### src/rtl/gi_mac_sched.sv
// gi_mac_sched: sequences one time-shared g*i MAC over a tap window and
// hands the numerator/denominator sums to the divider via valid/ready.
module gi_mac_sched #(
    parameter int TAPS = 121,
    parameter int GW   = 14,
    parameter int IW   = 8,
    parameter int AW   = 7,
    parameter int NW   = 29,
    parameter int DW   = 21
) (
    input  logic          clk,
    input  logic          rst,
    input  logic          start_valid,
    output logic          start_ready,
    input  logic          abort,
    output logic          tap_rd,
    output logic [AW-1:0] tap_addr,
    input  logic [GW-1:0] tap_g,
    input  logic [IW-1:0] tap_i,
    output logic          busy,
    output logic          res_valid,
    input  logic          res_ready,
    output logic [NW-1:0] res_num,
    output logic [DW-1:0] res_den
);
    typedef enum logic [1:0] {IDLE, RUN, DRAIN, DONE} state_t;
    state_t state, state_n;
    logic last, accept, acc;
    assign last   = tap_addr == AW'(TAPS - 1);
    assign accept = state == IDLE && start_valid;
    // Read data lags its address by one cycle, so the sum trails the issue by one tap
    assign acc    = !abort && ((state == RUN && tap_addr != '0) || state == DRAIN);
    always_comb begin
        state_n = state;
        state_n = (state != IDLE && abort) ? IDLE :
                  (state == IDLE)  ? (start_valid ? RUN : IDLE) :
                  (state == RUN)   ? (last ? DRAIN : RUN) :
                  (state == DRAIN) ? DONE :
                  (res_ready ? IDLE : DONE);
    end
    always_ff @(posedge clk) begin
        if (rst) begin
            state       <= IDLE;
            tap_addr    <= '0;
            tap_rd      <= 1'b0;
            res_valid   <= 1'b0;
            busy        <= 1'b0;
            start_ready <= 1'b1;
            res_num     <= '0;
            res_den     <= '0;
        end else begin
            state       <= state_n;
            tap_rd      <= state_n == RUN;
            res_valid   <= state_n == DONE;
            busy        <= state_n != IDLE;
            start_ready <= state_n == IDLE;
            tap_addr    <= accept ? '0 :
                           (state == RUN && !abort && !last) ? tap_addr + 1'b1 : tap_addr;
            if (accept) begin
                res_num <= '0;
                res_den <= '0;
            end else if (acc) begin
                res_num <= res_num + NW'(tap_g) * NW'(tap_i);
                res_den <= res_den + DW'(tap_g);
            end
        end
    end
endmodule

### config.mk
export PLATFORM = sky130hd
export DESIGN_NAME = gi_mac_sched
export DESIGN_NICKNAME = d
export VERILOG_FILES = /design/src/rtl/gi_mac_sched.sv
export SDC_FILE = /design/constraint.sdc
export NUM_CORES = 1
export LEC_CHECK = 0
export BUFFER_PORTS_ARGS = -buffer_cell sky130_fd_sc_hd__buf_2
export CAP_MARGIN = 20
export CORE_UTILIZATION = 43
export DETAILED_ROUTE_END_ITERATION = 7
export GPL_ROUTABILITY_DRIVEN = 1
export GPL_TIMING_DRIVEN = 0
export PLACE_DENSITY_LB_ADDON = 0.25
export SLEW_MARGIN = 20
export SYNTH_ARGS = -nofsm -noshare
export SYNTH_HDL_FRONTEND = slang
export SYNTH_SLANG_ARGS = --single-unit
### constraint.sdc
create_clock -name clk -period 9 [get_ports clk]
set_clock_uncertainty 0.2 [all_clocks]
set_input_delay 1.35 -clock clk [delete_from_list [all_inputs] [get_ports clk]]
set_output_delay 1.35 -clock clk [all_outputs]
set_load 0.05 [all_outputs]
Word-level counts from Yosys, hierarchy flattened

Index checks and enable logic that the tools add are counted.

Register bits after elaboration: 63
Bits in latches: 0
Memory bits (writable): 0
ROM bits: 0
Output and inout port bits: 61
Memories: 0

$add $sub $neg: 3
Multipliers: 1
Div/mod/pow operators: 0
$lt $le $gt $ge: 0
Eq/ne operators: 5
Shifts and indexed selects: 0
Multiplexer cells: 7
Bitwise operators: 0
Reductions and logical operators: 15

Operators by type and width:

| cell                                          | number |
|---|---|
| adder 29 x 22 -> 29 bit                       | 1 |
| multiplier 14 x 8 -> 22 bit                   | 1 |
| adder 21 x 14 -> 21 bit                       | 1 |
| 2-to-1 mux 2 bit                              | 6 |
| adder 7 x 1 -> 7 bit, second input constant   | 1 |
| == test 7 bit, second input constant          | 1 |
| nonzero test 7 bit                            | 1 |
| logical AND 1 bit                             | 6 |
| == test 2 x 1 -> 1 bit, second input constant | 2 |
| == test 2 bit, second input constant          | 2 |
| zero test 2 bit                               | 2 |
| nonzero test 2 bit                            | 2 |
| zero test 1 bit                               | 2 |
| OR reduction 2 bit                            | 1 |
| logical OR 1 bit                              | 1 |
| 2-to-1 mux 1 bit                              | 1 |

Depth between registers and ports, before layout

Gate-level depths: netlist (run 1).

Word-level depth: 6
Gate-level depth with buffers: 20

Least setup slack after synthesis (run 1)

No wires, ideal clock.

Path type: input -> register
Start: input port tap_i[6]
End: register res_num[28]
Arrival time: 5.552 ns
Data required time: 8.728 ns
Path slack: 3.176 ns
Stages: 17
Path through: clkbuf_1 and2_1 fa_1 fa_1 fa_1 inv_1 fa_1 inv_1 ha_1 a21oi_1 o21ai_0 a31o_2 o21bai_1 a41oi_1 o21ai_2 nand4_1 mux2i_1

Word-level cells in the longest chain between the ends: 2

Ends and longest elaborated chain:

| what                        | line | text |
|---|---|---|
| from (decl)                 | 19   | `input logic [IW-1:0] tap_i,` |
| multiplier 14 x 8 -> 22 bit | 63   | `res_num <= res_num + NW'(tap_g) * NW'(tap_i);` |
| adder 29 x 22 -> 29 bit     | 63   |  |
| to (signal assigned)        | 63   |  |
| to (decl)                   | 23   | `output logic [NW-1:0] res_num,` |

Every way passes these cells.
A chain may end at the register's enable or synchronous reset.

Final worst setup path (run 1)

Start: input port tap_i[1]
End: register res_num[27]

Same word-level chain as after synthesis.

==> impl_metrics.py, run 1 <==
metrics = {
    "outcome": {
        "run_status": "finished clean",
    },
    "logic_synthesis": {
        "netlist-cell-type-count": 61,
        "yosys.cell_count.top_type": "inv_1",
        "yosys-top-cells-area": "fa_1, dfxtp_1, ha_1, inv_1, and2_1",
        "async_flop_share_pct": 0,
        "synthesis.instances": 857,
        "yosys_register_bits": 63,
        "ys_top_cells_by_count": "inv_1, nand2_1, fa_1",
        "synth_sequential_area_ratio_pct": 17.3,
        "synth_enable_flop_cells": 0,
        "syn_area_mm2": 0.00728,
        "ys_warn_count": 0,
        "yosys.area.top_type": "fa_1",
        "ys.flop_type": "dfxtp_1",
        "avgSynthCellArea_um2": 8.50,
        "area_share_of_the_largest_cell_type_after_synthesis_pct": 25.6,
        "synthesis.nets": 1040,
    },
    "grt": {
        "initial_antenna_violation_count": 0,
        "grt_use_total_pct": 22.3,
        "first_global_vias": 5993,
        "grt_first_pass_wirelength_um": 30600,
        "grt_max_degree": 12,
        "grt_overflow_total": 0,
    },
    "final_layout": {
        "nFillCells": 1686,
        "nets": 1138,
        "layout-area-overhead-vs-synth_pct": 14.2,
        "n_antenna_cell": 0,
        "post-route-util_pct": 50.1,
        "drive_above_1_share_pct": 12.7,
        "finish.cell_count_without_fillers": 1180,
    },
    "timing": {
        "timing.final.max_slew_violations": 0,
        "final-hold-violation-count": 0,
        "setup_viol_count_final": 0,
        "period_utilization_post_route_pct": 71.6,
        "tns_ns": 0,
        "max_slew.worst_pin.slew_ns": 0.928,
        "rsz0062_at_grt": "no",
        "timing.slew.headroom_pct": 38.1,
        "layout_min_cycle_time_ns": 6.44,
        "max_clock_freq_mhz": 155,
    },
    "floorplanning": {
        "die_height_um": 132,
        "num_rows": 47,
        "initial_utilization_pct": 43.9,
        "dieArea_mm2": 0.0175,
        "die_width_um": 132,
        "core_area_mm2": 0.0166,
        "floorplan.io_pins": 88,
    },
    "clocking": {
        "tritoncts": "built",
        "cts.reportedPaths.clkPinSlew_ns": 0.05,
        "source_to_sink_clock_delay_at_the_later_pin_of_the_worst_skew_pair_ns": 0.33,
        "cts_setup_buffers": 0,
        "clock_tree.root_cell": "clkbuf_16",
        "cts.htree.levels": 3,
        "clock_sink_count": 63,
        "cts_hold_repair.buffers": 0,
        "clockBufferDepth": 2,
        "post_cts_resized": 0,
        "tritoncts_buffer_count": 9,
    },
    "routing": {
        "drc": 0,
        "drt_wl_total_um": 18200,
        "route.vias.total": 5956,
        "drt_pass1_iterations": 4,
        "wl_per_cell_um": 15.4,
        "1st_iter_drt_viols": 226,
        "vias_per_cell": 5.05,
        "ant_nets": 0,
    },
    "worst_setup_path": {
        "timing.critical_path.slowest_stage_cell": "fa_1",
        "path_cells": "buf_2 > clkbuf_1 > nand2_1 > fa_1 > inv_1 > fa_1 > fa_1 > inv_1 > fa_1 > inv_1 > ha_1 > and4_1 > nand3_2 > a211oi_2 > o31ai_2 > a31oi_4 > a21oi_2 > or3_1 > a21oi_1",
        "crit_type": "primary input to flop",
        "count_of_cell_instances_traversed_by_the_critical_path": 19,
        "cp.buffers_inverters": 5,
        "arrival_ns": 6.49,
        "required_ns": 9.05,
        "worstPathMaxFanout": 10,
        "ff2ff_path_depth": 17,
        "crit_path_end_kind": "flop",
        "crit_path_frequent_cell": "fa_1",
        "worst_path_largest_cell_delay_ns": 0.54,
        "cp-start-kind": "primary input",
        "cp_top_family": "adder cells",
    },
    "power": {
        "ir_drop_mv": 0.100,
        "power.total_mw": 1.54,
        "power_density_mw_per_mm2": 185,
        "power.static_leakage_nw": 4.00,
    },
    "placed_design": {
        "place_congestion": 0.876,
        "dp_cells": 1164,
        "portBuffers": 87,
        "half_perimeter_wire_length_of_the_detailed_placement_result_um": 14700,
    },
    "worst_hold_path": {
        "timing.hold.worst_path_depth": 2,
        "worstHoldPathType": "flop to flop",
    },
    "run": {
        "max_cap_viol_count": 0,
    },
}
path summary, 6_finish.rpt:
| kind | start | slack, ns | endpoint |
|---|---|---|---|
| max | tap_i[1] | 2.56 | res_num[27]$_SDFFE_PP0P_ |
| min | res_num[2]$_SDFFE_PP0P_ | 0.27 | res_num[2]$_SDFFE_PP0P_ |
| max reg2reg | res_num[12]$_SDFFE_PP0P_ | 3.96 | res_num[27]$_SDFFE_PP0P_ |
| min reg2reg | res_num[2]$_SDFFE_PP0P_ | 0.27 | res_num[2]$_SDFFE_PP0P_ |
cell usage in the layout (no fill, tap or decap), drive strengths merged, types with 25 or more instances in the layout:
cell / count
a21oi: 50
and2: 76
buf: 91
clkbuf: 27
dfxtp: 63
fa: 93
ha: 63
inv: 149
nand2: 107
nor2: 38
o21ai: 38
xnor2: 25
per-stage QoR:
| stage | worst slack [ns] | cell area [µm²] | hold slack [ns] |
|---|---|---|---|
| floorplan | 3.18 | 7280 | 0.465 |
| global placement | 2.24 | 7990 | 0.256 |
| detailed placement | 2.21 | 7990 | 0.263 |
| CTS | 2.55 | 8320 | 0.270 |
| global route | 2.21 | 8320 | 0.300 |
| finish | 2.56 | 8320 | 0.271 |
cells by family (layout without fill, tap and decap cells):
logic type                 count (synthesis)  after routing  synth area share, %
AOI/OAI and AO/OA                        150            150                 13.4
DFF                                       63             63                 17.3
and+or+nand+nor                          280            280                 19.4
muxes                                      5              5                0.705
adders and majority gates                156            156                 36.4
buffers and inverters                    169            272                 8.76
xor gates and xnor gates                  34             34                 4.09
worst reg2reg max path, delay by kind of cell (launching register included):
kind | cells | cell delay [ns]
buffers and inverters | 4 | 0.24
AOI/OAI and AO/OA | 5 | 0.97
adders and majority gates | 5 | 2.46
DFF | 1 | 0.38
and+or+nand+nor | 3 | 0.71
cell type report:
type                            instances  area [µm²]  area share (%)
Sequential cell                        63        1260            15.2
Tap cell                              220         275            3.31
Multi-Input combinational cell        625        5380            64.7
Inverter                              149         559            6.73
Clock inverter                          5        81.3           0.978
Buffer                                 20        78.8           0.948
Clock buffer                           11         243            2.92
Timing Repair Buffer                   87         435            5.24
metal layers:
metal  track usage (%)  share of wire (%)  vias to the layer above
met5                 0                  0                        -
met4              4.72                1.4                        0
met3              2.88                3.7                       22
met2              37.9                 48                      110
met1              30.3                 47                     2877
li1                  -                  -                     2947
report_power, final:
group          switching (mW)  total (mW)  internal [mW]  leakage, nW
logic                   0.508       0.876          0.368         3.33
clock network           0.128       0.378          0.250        0.156
registers             0.00152       0.283          0.281        0.508
total                   0.637        1.54          0.899         4.00
registers in the layout (all words and copies together) (netlist names):
register and cells:
busy 1, res_valid 1, tap_rd 1, res_den 21, tap_addr 7, state 2
start_ready 1, res_num 29
Note: power is estimated with default switching activity, not from simulation.
==> run 2, diff against run 1 <==
--- a/config.mk
+++ b/config.mk
@@ -5,6 +5,7 @@
 export SDC_FILE = /design/constraint.sdc
 export NUM_CORES = 1
 export LEC_CHECK = 0
+export ABC_AREA = 1
 export BUFFER_PORTS_ARGS = -buffer_cell sky130_fd_sc_hd__buf_2
 export CAP_MARGIN = 20
 export CORE_UTILIZATION = 43
==> constraint.sdc (replaced) <==
create_clock -name clk -period 6 [get_ports clk]
set_clock_uncertainty 0.2 [all_clocks]
set_input_delay 0.9 -clock clk [delete_from_list [all_inputs] [get_ports clk]]
set_output_delay 0.9 -clock clk [all_outputs]
set_load 0.05 [all_outputs]
==> run 2 against run 1 <==
Net effect: total power up 100%; die area increased by 15%; flip-flop and latch count unchanged; clock power rose by 58%; largest power group unchanged; highest routed layer unchanged.
==> impl_metrics.py, run 2 <==
metrics = {
    "final_layout": {
        "reg.largest.list": "res_num: 29 flops, res_den: 21 flops, tap_addr: 7 flops",
        "largest_register": "res_num",
        "n_antenna_cell": 0,
        "final_cell_mix": "nand2_1, inv_1, nor2_1, buf_2, fa_1",
        "layout.cells.most_common": "nand2_1",
        "nFillCells": 1970,
        "area.sequential_mm2": 0.00126,
        "multi_input_area_mm2": 0.00567,
        "largest_reg_flops": 29,
        "nets": 1575,
        "layout-area-overhead-vs-synth_pct": 12.9,
        "drive_above_1_share_pct": 9.66,
    },
    "logic_synthesis": {
        "yosys_register_bits": 63,
        "synth_enable_flop_cells": 0,
        "avgSynthCellArea_um2": 6.50,
        "yosys.cell_count.top_type": "nand2_1",
        "async_flop_share_pct": 0,
        "syn_area_mm2": 0.00842,
        "area_share_of_the_largest_cell_type_after_synthesis_pct": 22.1,
        "synth_sequential_area_ratio_pct": 15.0,
        "ys.flop_type": "dfxtp_1",
        "netlist-cell-type-count": 32,
        "yosys.area.top_type": "fa_1",
        "synthesis.nets": 1477,
        "synthesis.instances": 1294,
        "yosys-top-cells-area": "fa_1, nand2_1, inv_1, dfxtp_1, ha_1",
        "ys_warn_count": 0,
        "ys_top_cells_by_count": "nand2_1, inv_1, nor2_1",
    },
    "floorplanning": {
        "core_area_mm2": 0.0190,
        "floorplan.io_pins": 88,
        "num_rows": 50,
        "initial_utilization_pct": 44.4,
        "die_width_um": 142,
        "die_height_um": 142,
        "dieArea_mm2": 0.0201,
    },
    "timing": {
        "max_slew.worst_pin.slew_ns": 0.591,
        "timing.final.max_slew_violations": 0,
        "period_utilization_post_route_pct": 89.4,
        "max_clock_freq_mhz": 187,
        "tns_ns": 0,
        "setup_viol_count_final": 0,
        "final-hold-violation-count": 0,
        "rsz0062_at_grt": "no",
        "timing.slew.headroom_pct": 60.6,
        "layout_min_cycle_time_ns": 5.36,
    },
    "clocking": {
        "clock_tree.root_cell": "clkbuf_16",
        "source_to_sink_clock_delay_at_the_later_pin_of_the_worst_skew_pair_ns": 0.34,
        "post_cts_resized": 0,
        "tritoncts_buffer_count": 9,
        "clock_sink_count": 63,
        "cts.htree.levels": 3,
        "tritoncts": "built",
        "clockBufferDepth": 2,
        "cts.reportedPaths.clkPinSlew_ns": 0.06,
        "cts_hold_repair.buffers": 0,
        "cts_setup_buffers": 0,
    },
    "grt": {
        "grt_use_total_pct": 24.5,
        "first_global_vias": 7625,
        "grt_overflow_total": 0,
        "grt_first_pass_wirelength_um": 38400,
        "grt_max_degree": 14,
        "initial_antenna_violation_count": 0,
    },
    "routing": {
        "met2_length_um": 11100,
        "drt_wl_total_um": 23100,
        "route.vias.total": 7873,
        "vias_per_cell": 4.75,
        "wl_met3_um": 895,
        "wl_per_cell_um": 13.9,
        "drt_pass1_iterations": 5,
        "m1WireLength_um": 10700,
        "highest_layer": "met4",
        "drc": 0,
        "1st_iter_drt_viols": 411,
        "ant_nets": 0,
    },
    "outcome": {
        "run_status": "finished clean",
    },
    "worst_setup_path": {
        "crit_path_end_kind": "flop",
        "cp-start-kind": "primary input",
        "crit_type": "primary input to flop",
        "arrival_ns": 5.40,
        "required_ns": 6.04,
        "worstPathMaxFanout": 10,
    },
    "power": {
        "swShare_pct": 51.7,
        "power.total_mw": 3.10,
        "power.internal_mw": 1.50,
        "power.switching_mw": 1.60,
        "power_density_mw_per_mm2": 327,
        "p_clk_share_pct": 19.3,
        "ir_drop_mv": 0.206,
        "comb_power_share_pct": 66.0,
        "power.share.sequential_pct": 14.8,
        "power.static_leakage_nw": 5.67,
    },
    "placed_design": {
        "portBuffers": 87,
        "place_congestion": 0.923,
        "half_perimeter_wire_length_of_the_detailed_placement_result_um": 19200,
    },
    "worst_hold_path": {
        "worstHoldPathType": "flop to flop",
    },
    "run": {
        "max_cap_viol_count": 0,
    },
}
## run 2: cell type report
class	count	area share, %
clock buffers	9	2.37
repair buffers	87	4.58
plain buffers	37	2.00
multi-input cells	850	59.7
inverters	344	13.6
well taps	260	3.42
flip-flops and latches	63	13.3
clock inverters	7	1.08
## run 2: metrics by stage
| step | utilization [%] | instances | hold WS [ns] | instance area (µm²) | setup WS, ns |
|---|---|---|---|---|---|
| floorplan | - | 1294 | 0.490 | 8420 | 1.08 |
| global route | 50.1 | 1657 | 0.336 | 9510 | 0.310 |
| global placement | 48.4 | 1641 | 0.284 | 9180 | 0.340 |
| detailed placement | 48.4 | 1641 | 0.292 | 9180 | 0.298 |
| CTS | 50.1 | 1657 | 0.303 | 9510 | 0.639 |
| finish | 50.1 | 1657 | 0.303 | 9510 | 0.639 |
## run 2: power by group through the flow
stage / Clock (mW) / Combinational (mW) / Sequential (mW)
CTS: 0.606 / 2.05 / 0.459
floorplan: 0 / 1.49 / 0.537
global placement: 0 / 2.01 / 0.468
finish: 0.598 / 2.05 / 0.459
global route: 0.626 / 2.37 / 0.461
detailed placement: 0 / 2.04 / 0.468
## run 2: worst max-delay path, stage by stage
cell      delay [ns]
buf_2           0.16
clkbuf_1        0.48
nand2_1         0.10
inv_1           0.09
fa_1            0.44
fa_1            0.54
fa_1            0.55
inv_1           0.06
fa_1            0.53
inv_1           0.05
ha_1            0.34
nand2_1         0.13
nor2_1          0.28
nand3_1         0.13
nand3_1         0.18
nand2_1         0.10
nand3_1         0.08
nand3_1         0.13
nand2_1         0.09
inv_1           0.04
## run 2: path summary, 6_finish.rpt
kind	startpoint	endpoint	slack [ns]	cells past startpoint
worst max-delay path	tap_i[5]	res_num[20]$_SDFFE_PP0P_	0.64	20
worst min-delay path	tap_addr[6]$_SDFFE_PP0P_	tap_addr[6]$_SDFFE_PP0P_	0.30	2
worst max register to register	res_num[11]$_SDFFE_PP0P_	res_num[20]$_SDFFE_PP0P_	1.52	18
worst min register to register	tap_addr[6]$_SDFFE_PP0P_	tap_addr[6]$_SDFFE_PP0P_	0.30	2
## run 2: logic make-up after synthesis
group | Yosys count | share of synthesized area [%]
and+or+nand+nor | 567 | 27.3
buffers and inverters | 381 | 17.6
adders and majority gates | 156 | 31.5
AOI/OAI and AO/OA | 110 | 6.87
DFF | 63 | 15.0
xor gates and xnor gates | 17 | 1.77
## run 2: per-layer routing
| layer | up-vias | GRT usage [%] |
|---|---|---|
| met1 | 3677 | 32.5 |
| met2 | 173 | 42.8 |
| met4 | 0 | 5.26 |
| met3 | 26 | 2.97 |
| li1 | 3997 | - |
| met5 | - | 0 |
